--- src/rtl/ps2_receive_pkg.sv ---
// ps2_pkg: shared PS/2 receiver states and frame constants
package ps2_pkg;
  localparam logic [1:0] IDLE = 2'd0, DATA = 2'd1, PARITY = 2'd2, STOP = 2'd3;
  localparam logic START_BIT = 1'b0;
  localparam logic STOP_BIT = 1'b1;
  localparam logic [7:0] ACK = 8'hFA;
  localparam int PKT_SYNC_BIT = 3;
endpackage

--- src/rtl/ps2_receive_if.sv ---
// ps2_receive_if: PS/2 line inputs and received-byte outputs; packet signals exist only with PS2_RX_PACKET_EN
interface ps2_receive_if;
  logic PS2C, PS2D, enable;
  logic [7:0] data;
  logic valid, parity_err, frame_err, busy;
`ifdef PS2_RX_PACKET_EN
  logic [23:0] packet;
  logic packet_valid;
`endif
  modport master(output PS2C, PS2D, enable, input data, valid, parity_err, frame_err, busy
`ifdef PS2_RX_PACKET_EN
    , input packet, packet_valid
`endif
  );
  modport slave(input PS2C, PS2D, enable, output data, valid, parity_err, frame_err, busy
`ifdef PS2_RX_PACKET_EN
    , output packet, packet_valid
`endif
  );
endinterface

--- src/rtl/ps2_receive_line_filter.sv ---
// ps2_line_filter: synchronises PS/2 clock/data, deglitches the clock and emits a falling-edge pulse
module ps2_line_filter #(
  parameter int FILTER_LEN = 8
) (
  input  logic clk,
  input  logic rst,
  input  logic c_in,
  input  logic d_in,
  output logic d,
  output logic fall
);
  localparam int CW = $clog2(FILTER_LEN + 1);
  logic [1:0] cs, ds;
  logic filt;
  logic [CW-1:0] cnt;
  logic flip;
  assign flip = (cs[1] != filt) && (cnt == CW'(FILTER_LEN - 1));
  assign d = ds[1];
  // filtered clock follows the synchronised line only after FILTER_LEN disagreeing samples
  always_ff @(posedge clk or posedge rst) begin
    if (rst) begin
      cs <= 2'b11;
      ds <= 2'b11;
      filt <= 1'b1;
      cnt <= '0;
      fall <= 1'b0;
    end else begin
      cs <= {cs[0], c_in};
      ds <= {ds[0], d_in};
      cnt <= (cs[1] == filt || flip) ? '0 : cnt + 1'b1;
      filt <= flip ? ~filt : filt;
      fall <= flip && filt;
    end
  end
endmodule

--- src/rtl/ps2_receive.sv ---
// ps2_receive: PS/2 device-to-host deframer; PS2_RX_PACKET_EN adds 3-byte mouse packet assembly
module ps2_receive
  import ps2_pkg::*;
#(
  parameter int FILTER_LEN = 8,
  parameter int TIMEOUT_CYCLES = 50000,
  parameter int CNT_W = 16
) (
  input logic qzt_clk,
  input logic reset,
  ps2_receive_if.slave bus
);
  logic d, fall;
  logic [1:0] state, state_n;
  logic [2:0] idx, idx_n;
  logic [7:0] shreg, shreg_n, data, data_n;
  logic par, par_n, valid, valid_n, perr, perr_n, ferr, ferr_n, busy;
  logic [CNT_W-1:0] cnt, cnt_n;
  ps2_line_filter #(.FILTER_LEN(FILTER_LEN)) u_filt (
    .clk(qzt_clk), .rst(reset), .c_in(bus.PS2C), .d_in(bus.PS2D), .d(d), .fall(fall)
  );
  // frame FSM: enable abort beats a fall, a fall beats the inter-edge timeout
  always_comb begin
    state_n = state;
    idx_n = idx;
    shreg_n = shreg;
    par_n = par;
    cnt_n = cnt;
    data_n = data;
    valid_n = 1'b0;
    perr_n = 1'b0;
    ferr_n = 1'b0;
    if (!bus.enable) begin
      state_n = IDLE;
      cnt_n = '0;
    end else if (fall) begin
      cnt_n = '0;
      case (state)
        IDLE: begin
          state_n = (d == START_BIT) ? DATA : IDLE;
          idx_n = 3'd0;
        end
        DATA: begin
          shreg_n[idx] = d;
          idx_n = idx + 3'd1;
          state_n = (idx == 3'd7) ? PARITY : DATA;
        end
        PARITY: begin
          par_n = d;
          state_n = STOP;
        end
        default: begin
          state_n = IDLE;
          ferr_n = (d != STOP_BIT);
          valid_n = (d == STOP_BIT) && ^{shreg, par};
          perr_n = (d == STOP_BIT) && !(^{shreg, par});
          data_n = valid_n ? shreg : data;
        end
      endcase
    end else if (state != IDLE) begin
      ferr_n = (cnt == CNT_W'(TIMEOUT_CYCLES - 1));
      state_n = ferr_n ? IDLE : state;
      cnt_n = ferr_n ? '0 : cnt + 1'b1;
    end
  end
  // register FSM state and one-cycle result pulses
  always_ff @(posedge qzt_clk or posedge reset) begin
    if (reset) begin
      state <= IDLE;
      idx <= '0;
      shreg <= '0;
      par <= 1'b0;
      cnt <= '0;
      data <= '0;
      valid <= 1'b0;
      perr <= 1'b0;
      ferr <= 1'b0;
      busy <= 1'b0;
    end else begin
      state <= state_n;
      idx <= idx_n;
      shreg <= shreg_n;
      par <= par_n;
      cnt <= cnt_n;
      data <= data_n;
      valid <= valid_n;
      perr <= perr_n;
      ferr <= ferr_n;
      busy <= (state_n != IDLE);
    end
  end
  assign bus.data = data;
  assign bus.valid = valid;
  assign bus.parity_err = perr;
  assign bus.frame_err = ferr;
  assign bus.busy = busy;
`ifdef PS2_RX_PACKET_EN
  logic [1:0] bcnt;
  logic [7:0] b0, b1;
  logic [23:0] packet;
  logic packet_valid;
  // collect three valid bytes, resyncing on a first byte without the sync bit or on any error
  always_ff @(posedge qzt_clk or posedge reset) begin
    if (reset) begin
      bcnt <= '0;
      b0 <= '0;
      b1 <= '0;
      packet <= '0;
      packet_valid <= 1'b0;
    end else begin
      packet_valid <= 1'b0;
      if (perr || ferr || !bus.enable) begin
        bcnt <= '0;
      end else if (valid && (bcnt != 2'd0 || data[PKT_SYNC_BIT])) begin
        bcnt <= (bcnt == 2'd2) ? 2'd0 : bcnt + 2'd1;
        b0 <= (bcnt == 2'd0) ? data : b0;
        b1 <= (bcnt == 2'd1) ? data : b1;
        packet <= (bcnt == 2'd2) ? {data, b1, b0} : packet;
        packet_valid <= (bcnt == 2'd2);
      end
    end
  end
  assign bus.packet = packet;
  assign bus.packet_valid = packet_valid;
`endif
endmodule

--- src/flat_wrapper.sv ---
// flat-port wrapper written by rule: the top's interface ports become plain ports
module ps2_receive_flat import ps2_pkg::*;
#(
  parameter int FILTER_LEN = 8,
  parameter int TIMEOUT_CYCLES = 50000,
  parameter int CNT_W = 16
)
  (qzt_clk, reset, bus_PS2C, bus_PS2D, bus_enable, bus_data, bus_valid, bus_parity_err, bus_frame_err, bus_busy);
  ps2_receive_if bus_i ();
  input logic qzt_clk;
  input logic reset;
  input wire logic [$bits(bus_i.PS2C)-1:0] bus_PS2C;
  input wire logic [$bits(bus_i.PS2D)-1:0] bus_PS2D;
  input wire logic [$bits(bus_i.enable)-1:0] bus_enable;
  output wire logic [$bits(bus_i.data)-1:0] bus_data;
  output wire logic [$bits(bus_i.valid)-1:0] bus_valid;
  output wire logic [$bits(bus_i.parity_err)-1:0] bus_parity_err;
  output wire logic [$bits(bus_i.frame_err)-1:0] bus_frame_err;
  output wire logic [$bits(bus_i.busy)-1:0] bus_busy;
  assign bus_i.PS2C = bus_PS2C;
  assign bus_i.PS2D = bus_PS2D;
  assign bus_i.enable = bus_enable;
  assign bus_data = bus_i.data;
  assign bus_valid = bus_i.valid;
  assign bus_parity_err = bus_i.parity_err;
  assign bus_frame_err = bus_i.frame_err;
  assign bus_busy = bus_i.busy;
  ps2_receive #(.FILTER_LEN(FILTER_LEN), .TIMEOUT_CYCLES(TIMEOUT_CYCLES), .CNT_W(CNT_W)) u_core (.qzt_clk(qzt_clk), .reset(reset), .bus(bus_i));
endmodule
--- config.mk ---
export PLATFORM = sky130hd
export DESIGN_NAME = ps2_receive_flat
export DESIGN_NICKNAME = d
export VERILOG_FILES = /design/src/rtl/ps2_receive_pkg.sv /design/src/rtl/ps2_receive_if.sv /design/src/rtl/ps2_receive_line_filter.sv /design/src/rtl/ps2_receive.sv /design/src/flat_wrapper.sv
export SDC_FILE = /design/constraint.sdc
export NUM_CORES = 1
export LEC_CHECK = 0
export ABC_AREA = 1
export CAP_MARGIN = 10
export CORE_MARGIN = 8
export CORE_UTILIZATION = 35
export CTS_BUF_LIST = sky130_fd_sc_hd__clkbuf_2
export CTS_CLUSTER_DIAMETER = 200
export DETAILED_ROUTE_END_ITERATION = 8
export GPL_TIMING_DRIVEN = 0
export PLACE_DENSITY = 0.51
export SLEW_MARGIN = 10
export SYNTH_ARGS = -nofsm -noshare
export SYNTH_HDL_FRONTEND = slang
export SYNTH_SLANG_ARGS = --single-unit
--- constraint.sdc ---
create_clock -name qzt_clk -period 3.82 [get_ports qzt_clk]
set_input_delay 0.382 -clock qzt_clk [delete_from_list [all_inputs] [get_ports qzt_clk]]
set_output_delay 0.382 -clock qzt_clk [all_outputs]
set_load 0.02 [all_outputs]
* Word-level counts from Yosys, hierarchy flattened
Index checks and enable logic that the tools add are counted.
** Storage, ports and cells
- Register bits :: 52
- Output and inout bits :: 12
- Logic and storage cells :: 74
** Operators by class
- $add $sub $neg :: 3
- $lt $le $gt $ge :: 2
- Eq/ne operators :: 8
- Multiplexer cells :: 26
- Bitwise logic cells :: 3
- Reduce and logical (&&, ||, !) cells :: 17
** Operator list (number)
- $mux W16 :: 4
- $add A16 B1 Y16 const B :: 1
- $eq A16 B16 Y1 const B :: 1
- $mux W1 :: 12
- $mux W2 :: 5
- $reduce_and A3 Y1 :: 3
- $reduce_xor A9 Y1 :: 1
- $bwmux W8 :: 1
- $pmux W2 S3 :: 1
- $pmux W3 S2 :: 1
- $reduce_bool A2 Y1 :: 3
- $logic_and A1 B1 Y1 :: 5
- $add A4 B1 Y4 const B :: 1
- $eq A4 B3 Y1 const B :: 1
- $lt A3 B4 Y1 const B :: 1
- $mux W4 :: 1
- $reduce_and A4 Y1 :: 1
- $add A3 B1 Y3 const B :: 1
- $demux W1 S3 :: 1
- $eq A3 B3 Y1 const B :: 1
- $ge A3 B1 Y1 const B :: 1
- $ne A3 B1 Y1 const B :: 1
- $not A1 Y1 :: 3
- $reduce_or A3 Y1 :: 1
- other kinds (7) :: 7

* Depth between registers and ports, before layout
Gate-level depths: netlist of the first run.
- Depth after elaboration :: 6
- Mapped depth :: 11
- Mapped depth without buffers :: 11

* By module
A second synthesis of the first run with hierarchy kept.
** Second synthesis, totals
- Cell total of the unflattened synthesis :: 344
- Area, all modules :: 2676.3 µm²
** Modules (own cells, without submodules)
- ps2_receive :: instances 1, cells each 311, area an instance 2306.0 µm², sequential area each 1051.0 µm²
- ps2_line_filter :: instances 1, cells each 33, area an instance 370.4 µm², sequential area each 256.5 µm²

* Least setup slack after synthesis of the first run
Ideal clock, no wire load.
- Kind :: reg2reg
- Start point :: register u_core.u_filt.ds[1]
- End point :: register u_core.data[0] (netlist: u_core.bus.data[0])
- Setup time :: 0.117 ns
- Arrival time :: 1.389 ns
- Data required time :: 3.703 ns
- Path slack :: 2.314 ns
- Cell stages (with the launch flop) :: 6
- Buffers on the path :: 0
- Cell sequence :: dfstp_2 > clkinv_1 > nor3_4 > nand3_4 > nand2_1 > nand2_1
** Between the ends
- Word-level cells in the longest chain between the ends :: 2
** Ends and longest elaborated chain
- start, declared :: line ps2_receive_line_filter.sv:13 : logic [1:0] cs, ds;
- start signal, assigned :: line ps2_receive_line_filter.sv:29 : ds <= {ds[0], d_in};
- $logic_and A1 B1 Y1 :: line ps2_receive.sv:55 : valid_n = (d == STOP_BIT) && ^{shreg, par};
- $reduce_and A4 Y1 (no source line)
- end signal, assigned :: line ps2_receive.sv:85 : data <= data_n;
- end, declared :: line ps2_receive.sv:16 : logic [7:0] shreg, shreg_n, data, data_n;
Every way passes these cells.
A chain may end at the register's enable or synchronous reset.

* Worst setup path after layout of the first run
- Start point :: register u_core.u_filt.ds[1]
- End point :: register u_core.data[3] (netlist: u_core.bus.data[3])
Same word-level chain as after synthesis.

==> results.md, run 1 <==
- Final Hold Fails: 0
- Via density: 4.49
- FFs w/ async S/R, synth: between 90% and 100%
- XOR/XNOR share of the synthesized area: 2.37%
- Cells after Synth: around 320
- Largest family of logic cells by synthesized area: simple AND/OR/NAND/NOR gates
- Final min period: between 1.5 and 2 ns
- Die W: 102 µm
- Seq cells post-synth: 52
- Family with the most delay on the worst path: simple AND/OR/NAND/NOR gates
- Worst Path Required: between 4 and 5 ns
- Simple-Gate Fraction of Synth Area: 29.1%
- Synth Area in Adders: 1.93%
- Leakage: between 0.001 and 0.0015 µW
- Top cell by count, worst path: nand2_1
- Skew-Pair Late Insertion Delay: 0.44 ns
- Post-synthesis compound-gate area fraction: 8.55%
- Post-synthesis sequential area ratio: between 50% and 60%
- Synthesized cell area: approximately 0.0026 mm²
- Vias in the first global route: around 1900
- Pwr dens: roughly 340 mW/mm²
- Final net count: between 300 and 400
- Yosys cell types: 29
- Initial Util: a little over a third
- Mux contribution to synthesized area: 0%
- Routed Antenna Nets: 0
- Total negative slack: 0 ns
- Area grow syn2layout: 15.2%
- Largest net degree at the start of global routing: 32
- 1st-iter DRT viols: 62
- Placed cell areas: 0.00290 mm²
- CP Capture Type: flip-flop
- DRT Wirelength: approximately 4800 µm
- Final setup viols: 0
- CORE AREA: a little over 0.007 mm²
- Setup CP Type: reg2reg
- CTS H-tree lvls: 2
- CP arrival: roughly 2.2 ns
- PortBufs: 16
- Unrepaired setup endpoints after global routing: no
- CTS tree: done
- Tightest Pin Transition: ~0.5 ns
- Slew headroom: 66.2%
- DR vias: ~2000
- Number of buffers inserted by hold repair at cts: 0
- CP max stage cell: dfstp_2
- Ant diodes: 0
- Clock sinks: 52
- Layout Cell Area excl Fill: ~0.003 mm²
- Number of synthesized flops with an enable pin: 0
- IO Pins: 17
- Routability Congestion: ~0.78
- Drc violations: 0
- Most common cell after layout, fill and taps aside: nand2_1
- Die height: around 100 µm
- Sequential Area: about 0.0013 mm²
- Mapped Avg Cell Area: about 8 µm²
- Share of layout cells above drive strength 1: between 8 and 9%
- Status: complete, no violations
- First-pass GRT wire length: between 8000 and 9000 µm
- CTS Buf Count: 5
- Critical path, cell by cell: clkinv_1, nor3_4, nand3_4, nand2_1, nand2_1
- Slowest stage delay, CP: around 0.63 ns
- Max-Cap Viols: 0
- CP Max Fanout: 10
- CP Launch Type: flip-flop
- Syn Nets: 332
- HPWL after DPL: approximately 3600 µm
- Layout fillers: ~760
- Multi-input gate area: approximately 0.0011 mm²
- VDD IR-drop max: between 150 and 200 µV
- Top FF cell, synth: dfrtp_1
- Crit share post-route: approximately 50%
- Drt wl/cell: between 10 and 15 µm
- Yosys warnings: 0
- Buf/Inv on CP: 1
- Type of the worst min-delay path: in2async
- Max frequency: 527 MHz
- Root Driver: clkbuf_2
- Cell Rows: 31
- Initial antenna violation count: 0
- Clk buf depth: 2
- Reg clk slew, reported paths: 0.28 ns
- Post-CTS Setup Bufs: 0
- Die ar.: about 0.010 mm²
- GRT Total Usage: roughly 10%
- Max Slew Vio Count: 0
- First-pass DRT Iterations: 4
- Total congestion overflow: 0
- Fin Clk Skew: 0.0314 ns
- Commonest non-fill, non-tap cells in the layout: 86 x nand2_1, 48 x inv_1, 47 x dfrtp_1
- CTS-repair resized insts: 0
cell usage after synthesis (2+ instances only):
| master | instances | area share, % |
|---|---|---|
| a31oi_1 | 7 | 1.7 |
| dfstp_2 | 5 | 5.1 |
| nor2_1 | 32 | 4.6 |
| nand3_1 | 24 | 4.6 |
| nand2_4 | 2 | 0.87 |
| nor2_2 | 4 | 0.97 |
| nor3b_1 | 2 | 0.58 |
| ha_1 | 4 | 1.9 |
| xnor2_1 | 3 | 1.0 |
| nor3_1 | 8 | 1.5 |
| dfrtp_1 | 47 | 45 |
| o21ai_0 | 14 | 2.7 |
| inv_1 | 49 | 7.1 |
| a21oi_1 | 15 | 2.9 |
| nand2_1 | 86 | 12 |
| nand2_2 | 4 | 0.97 |
| xor2_1 | 4 | 1.4 |
| nand4_1 | 2 | 0.48 |
power breakdown:
group | leakage [µW] | internal (µW) | switching, µW
Clock | 0.0000532 | 179 | 175
Combinational | 0.000724 | 26.3 | 42.4
Sequential | 0.000686 | 577 | 14.4
state kept, by name, indices dropped and copies added, names as in the netlist, 2 cells and up:
name and cells:
u_core.bus.data 8, u_core.idx 3, u_core.u_filt.ds 2, u_core.shreg 8
u_core.state 2, u_core.cnt 16, u_core.u_filt.cs 2, u_core.u_filt.cnt 4
layout make-up:
class | count | area share, %
Buffer | 1 | 0.168
Clock buffer | 6 | 1.01
Clock inverter | 2 | 2.01
Inverter | 51 | 6.41
Multi-Input combinational cell | 219 | 36.4
Sequential cell | 52 | 43.8
Tap cell | 99 | 4.15
Timing Repair Buffer | 17 | 6.04
layer usage:
metal / track usage [%] / share of wire [%] / vias to the layer above
met5: 0 / 0 / -
met4: 3.39 / 1.3 / 0
met3: 2.45 / 4.9 / 6
met2: 17.2 / 46 / 31
met1: 12.7 / 48 / 899
li1: - / - / 1073
metrics by stage:
step           power (µW)  worst slack, ns  util (%)  cells  hold slack, ns
4_1_cts              1040             1.91      41.4    447           0.209
3_5_place_dp          672             1.73      40.1    439           0.347
3_3_place_gp          670             1.08      39.9    438           0.346
2_1_floorplan         651             2.19         -    323           0.345
6_report             1010             1.92      41.4    447           0.222
5_1_grt              1060             1.71      41.4    447           0.220
path summary, 6_finish.rpt:
| path | from | end | slack [ns] | depth (start not counted) |
|---|---|---|---|---|
| setup / recovery | u_core.u_filt.ds[1] | u_core.bus.data[3] | 1.92 | 5 |
| hold / removal | reset | u_core.bus.data[7] | 0.22 | 2 |
| setup reg to reg | u_core.u_filt.ds[1] | u_core.bus.data[3] | 1.92 | 5 |
| hold reg to reg | u_core.u_filt.ds[0] | u_core.u_filt.ds[1] | 0.34 | 0 |
| max in group asynchronous | reset | u_core.u_filt.filt | 2.97 | 3 |
| min in group qzt_clk | bus_PS2D | u_core.u_filt.ds[0] | 0.33 | 1 |
cells by family after synthesis:
| kind of cell | after synthesis |
|---|---|
| buffers and inverters | 52 |
| xor gates and xnor gates | 7 |
| DFF | 52 |
| adders and majority gates | 4 |
| and+or+nand+nor | 168 |
| AOI/OAI and AO/OA | 40 |
worst reg2reg max path: cells and delay by family, from the launching register on:
kind                   cells  cell delay [ns]
buffers and inverters      1             0.29
flip-flops                 1             0.63
AND/OR/NAND/NOR            4             0.89
Power figures use the tool's default switching activity.
==> inputs of run 2 (changes only) <==
clock period = 1.9 ns   (was 3.82 ns; I/O delays follow)
==> run 2 against run 1 <==
  * Register-to-register slack got worse by 1.7 ns
  * Final area rose by 1.2%
  * Die area stayed put
  * Critical path depth stayed put
  * Clock skew shrank 0.0028 ns
  * Sequential share of layout area decreased by 0.51 points
  * Routed wire length is 1.5% higher
  * Sequential cell count unchanged
  * Count of clock-buffer cells in the layout unchanged
  * Fmax increased by 12%
  * Worst setup slack got worse by 1.7 ns
  * Critical path type unchanged
  * Critical endpoint is now u_core.bus.data[6]
  * Largest power group unchanged
==> results.md, run 2 (synthesis results as in run 1) <==
- Status: complete, no violations
- Critical path, cell by cell: clkinv_1, nor3_4, buf_4, nand3_1, nand2_1
- Final Hold Fails: 0
- Type of the worst min-delay path: in2async
- Final net count: roughly 360
- M1 WL: roughly 2400 µm
- Clock sinks: 52
- Final setup viols: 0
- VDD IR-drop max: roughly 380 µV
- Most common cell after layout, fill and taps aside: nand2_1
- 1st-iter DRT viols: between 50 and 60
- First-pass GRT wire length: between 8000 and 9000 µm
- Die W: 102 µm
- CTS Buf Count: 5
- CP Max Fanout: 10
- Skew-Pair Late Insertion Delay: roughly 0.44 ns
- CTS H-tree lvls: 2
- Max frequency: between 500 and 600 MHz
- Final min period: 1.70 ns
- Worst Path Required: around 2.3 ns
- Max Slew Vio Count: 0
- Layout Cell Area excl Fill: 0.00302 mm²
- WL met2: approximately 2200 µm
- Drc violations: 0
- Routed met3 length: approximately 240 µm
- Largest net degree at the start of global routing: 32
- Commonest non-fill, non-tap cells in the layout: 86 x nand2_1, 48 x inv_1, 47 x dfrtp_1
- Die ar.: between 0.01 and 0.015 mm²
- PortBufs: 16
- Max reg flops: 16
- HPWL after DPL: 3640 µm
- Area grow syn2layout: 16.6%
- Placed cell areas: 0.00290 mm²
- Fin Clk Skew: 0.0286 ns
- CP Capture Type: flip-flop
- Reg clk slew, reported paths: 0.27 ns
- Initial Util: between 30% and 40%
- CORE AREA: roughly 0.0072 mm²
- Largest regs: u_core.cnt (16), u_core.bus.data (8), u_core.shreg (8)
- Share of layout cells above drive strength 1: about 10%
- Tightest Pin Transition: around 0.47 ns
- Layout fillers: 755
- Vias in the first global route: 1909
- Crit share post-route: about nine tenths
- DRT Wirelength: approximately 4900 µm
- Via density: ~4.5
- Total congestion overflow: 0
- Leakage: between 0.001 and 0.0015 µW
- Setup ws final: ~0.2 ns
- CP arrival: between 2 and 2.5 ns
- Initial antenna violation count: 0
- Slew headroom: 68.6%
- CP Launch Type: flip-flop
- GRT Total Usage: roughly 10%
- DR vias: roughly 2000
- IO Pins: 17
- Clk buf depth: 2
- Routed Antenna Nets: 0
- Cell Rows: 31
- Die height: ~100 µm
- Ant diodes: 0
- Routability Congestion: 0.776
- Setup CP Type: reg2reg
- Unrepaired setup endpoints after global routing: no
- Reg-to-reg setup timing slack: between 0.2 and 0.25 ns
- Max-Cap Viols: 0
- Root Driver: clkbuf_2
- Dpl ws: -0.00291 ns
- Uppermost layer routed: met4
- Number of buffers inserted by hold repair at cts: 0
- Pwr dens: 677 mW/mm²
- First-pass DRT Iterations: 4
- CTS tree: done
- Most flops, register: u_core.cnt
- Drt wl/cell: 10.9 µm
- Slowest stage delay, CP: 0.63 ns
- CP max stage cell: dfstp_2
[run 2: cell count changes in the layout (fill, tap and decap cells not counted), sizes merged]
cell,change
buf,+2
[run 2: where the power goes]
group / internal (µW) / switching, µW / total, µW / leakage, µW
clock network: 359 / 355 / 714 / 0.0000532
logic: 53.9 / 87.2 / 141 / 0.000744
registers: 1160 / 29.0 / 1190 / 0.000686
[run 2: path summary, 6_finish.rpt]
| kind | cells past startpoint | from | endpoint |
|---|---|---|---|
| max reg2reg | 5 | u_core.u_filt.ds[1] | u_core.bus.data[6] |
| max | 5 | u_core.u_filt.ds[1] | u_core.bus.data[6] |
| max in group asynchronous | 3 | reset | u_core.u_filt.filt |
| min in group qzt_clk | 1 | bus_PS2D | u_core.u_filt.ds[0] |
| min reg2reg | 0 | u_core.u_filt.ds[0] | u_core.u_filt.ds[1] |
| min | 2 | reset | u_core.bus.data[7] |
[run 2: routing by layer]
metal / up-vias / GRT usage (%)
li1: 1076 / -
met1: 905 / 12.8
met2: 29 / 17.2
met3: 6 / 2.45
met4: 0 / 3.39
met5: - / 0
[run 2: worst max-delay path: cells and delay by family (launching register included)]
family,cells,cell delay [ns]
DFF,1,0.63
buffers and inverters,2,0.51
and+or+nand+nor,3,0.51
[run 2: repair_timing]
action	4_1_cts	5_1_grt
setup endpoints to repair	3	17
buffers inserted	0	2
resized for setup	0	4
pin swaps	1	1
[run 2: final cells by class]
class	instances	area (µm²)	area share, %
plain buffers	1	5.00	0.166
clock buffers	6	30.0	0.994
clock inverters	2	60.1	1.99
inverters	51	191	6.34
multi-input cells	219	1110	36.7
flip-flops and latches	52	1310	43.3
well taps	99	124	4.10
repair buffers	19	195	6.46
[run 2: metrics by stage]
stage	std cells	hold slack [ns]	setup TNS [ns]	power (µW)	utilization (%)
2_1_floorplan	323	0.194	0	1310	-
5_1_grt	449	0.0277	0	2140	41.9
3_3_place_gp	438	0.346	-31.09	1350	39.9
4_1_cts	447	0.0172	0	2090	41.4
3_5_place_dp	439	0.347	-0.00291	1350	40.1
6_report	449	0.0294	0	2050	41.9
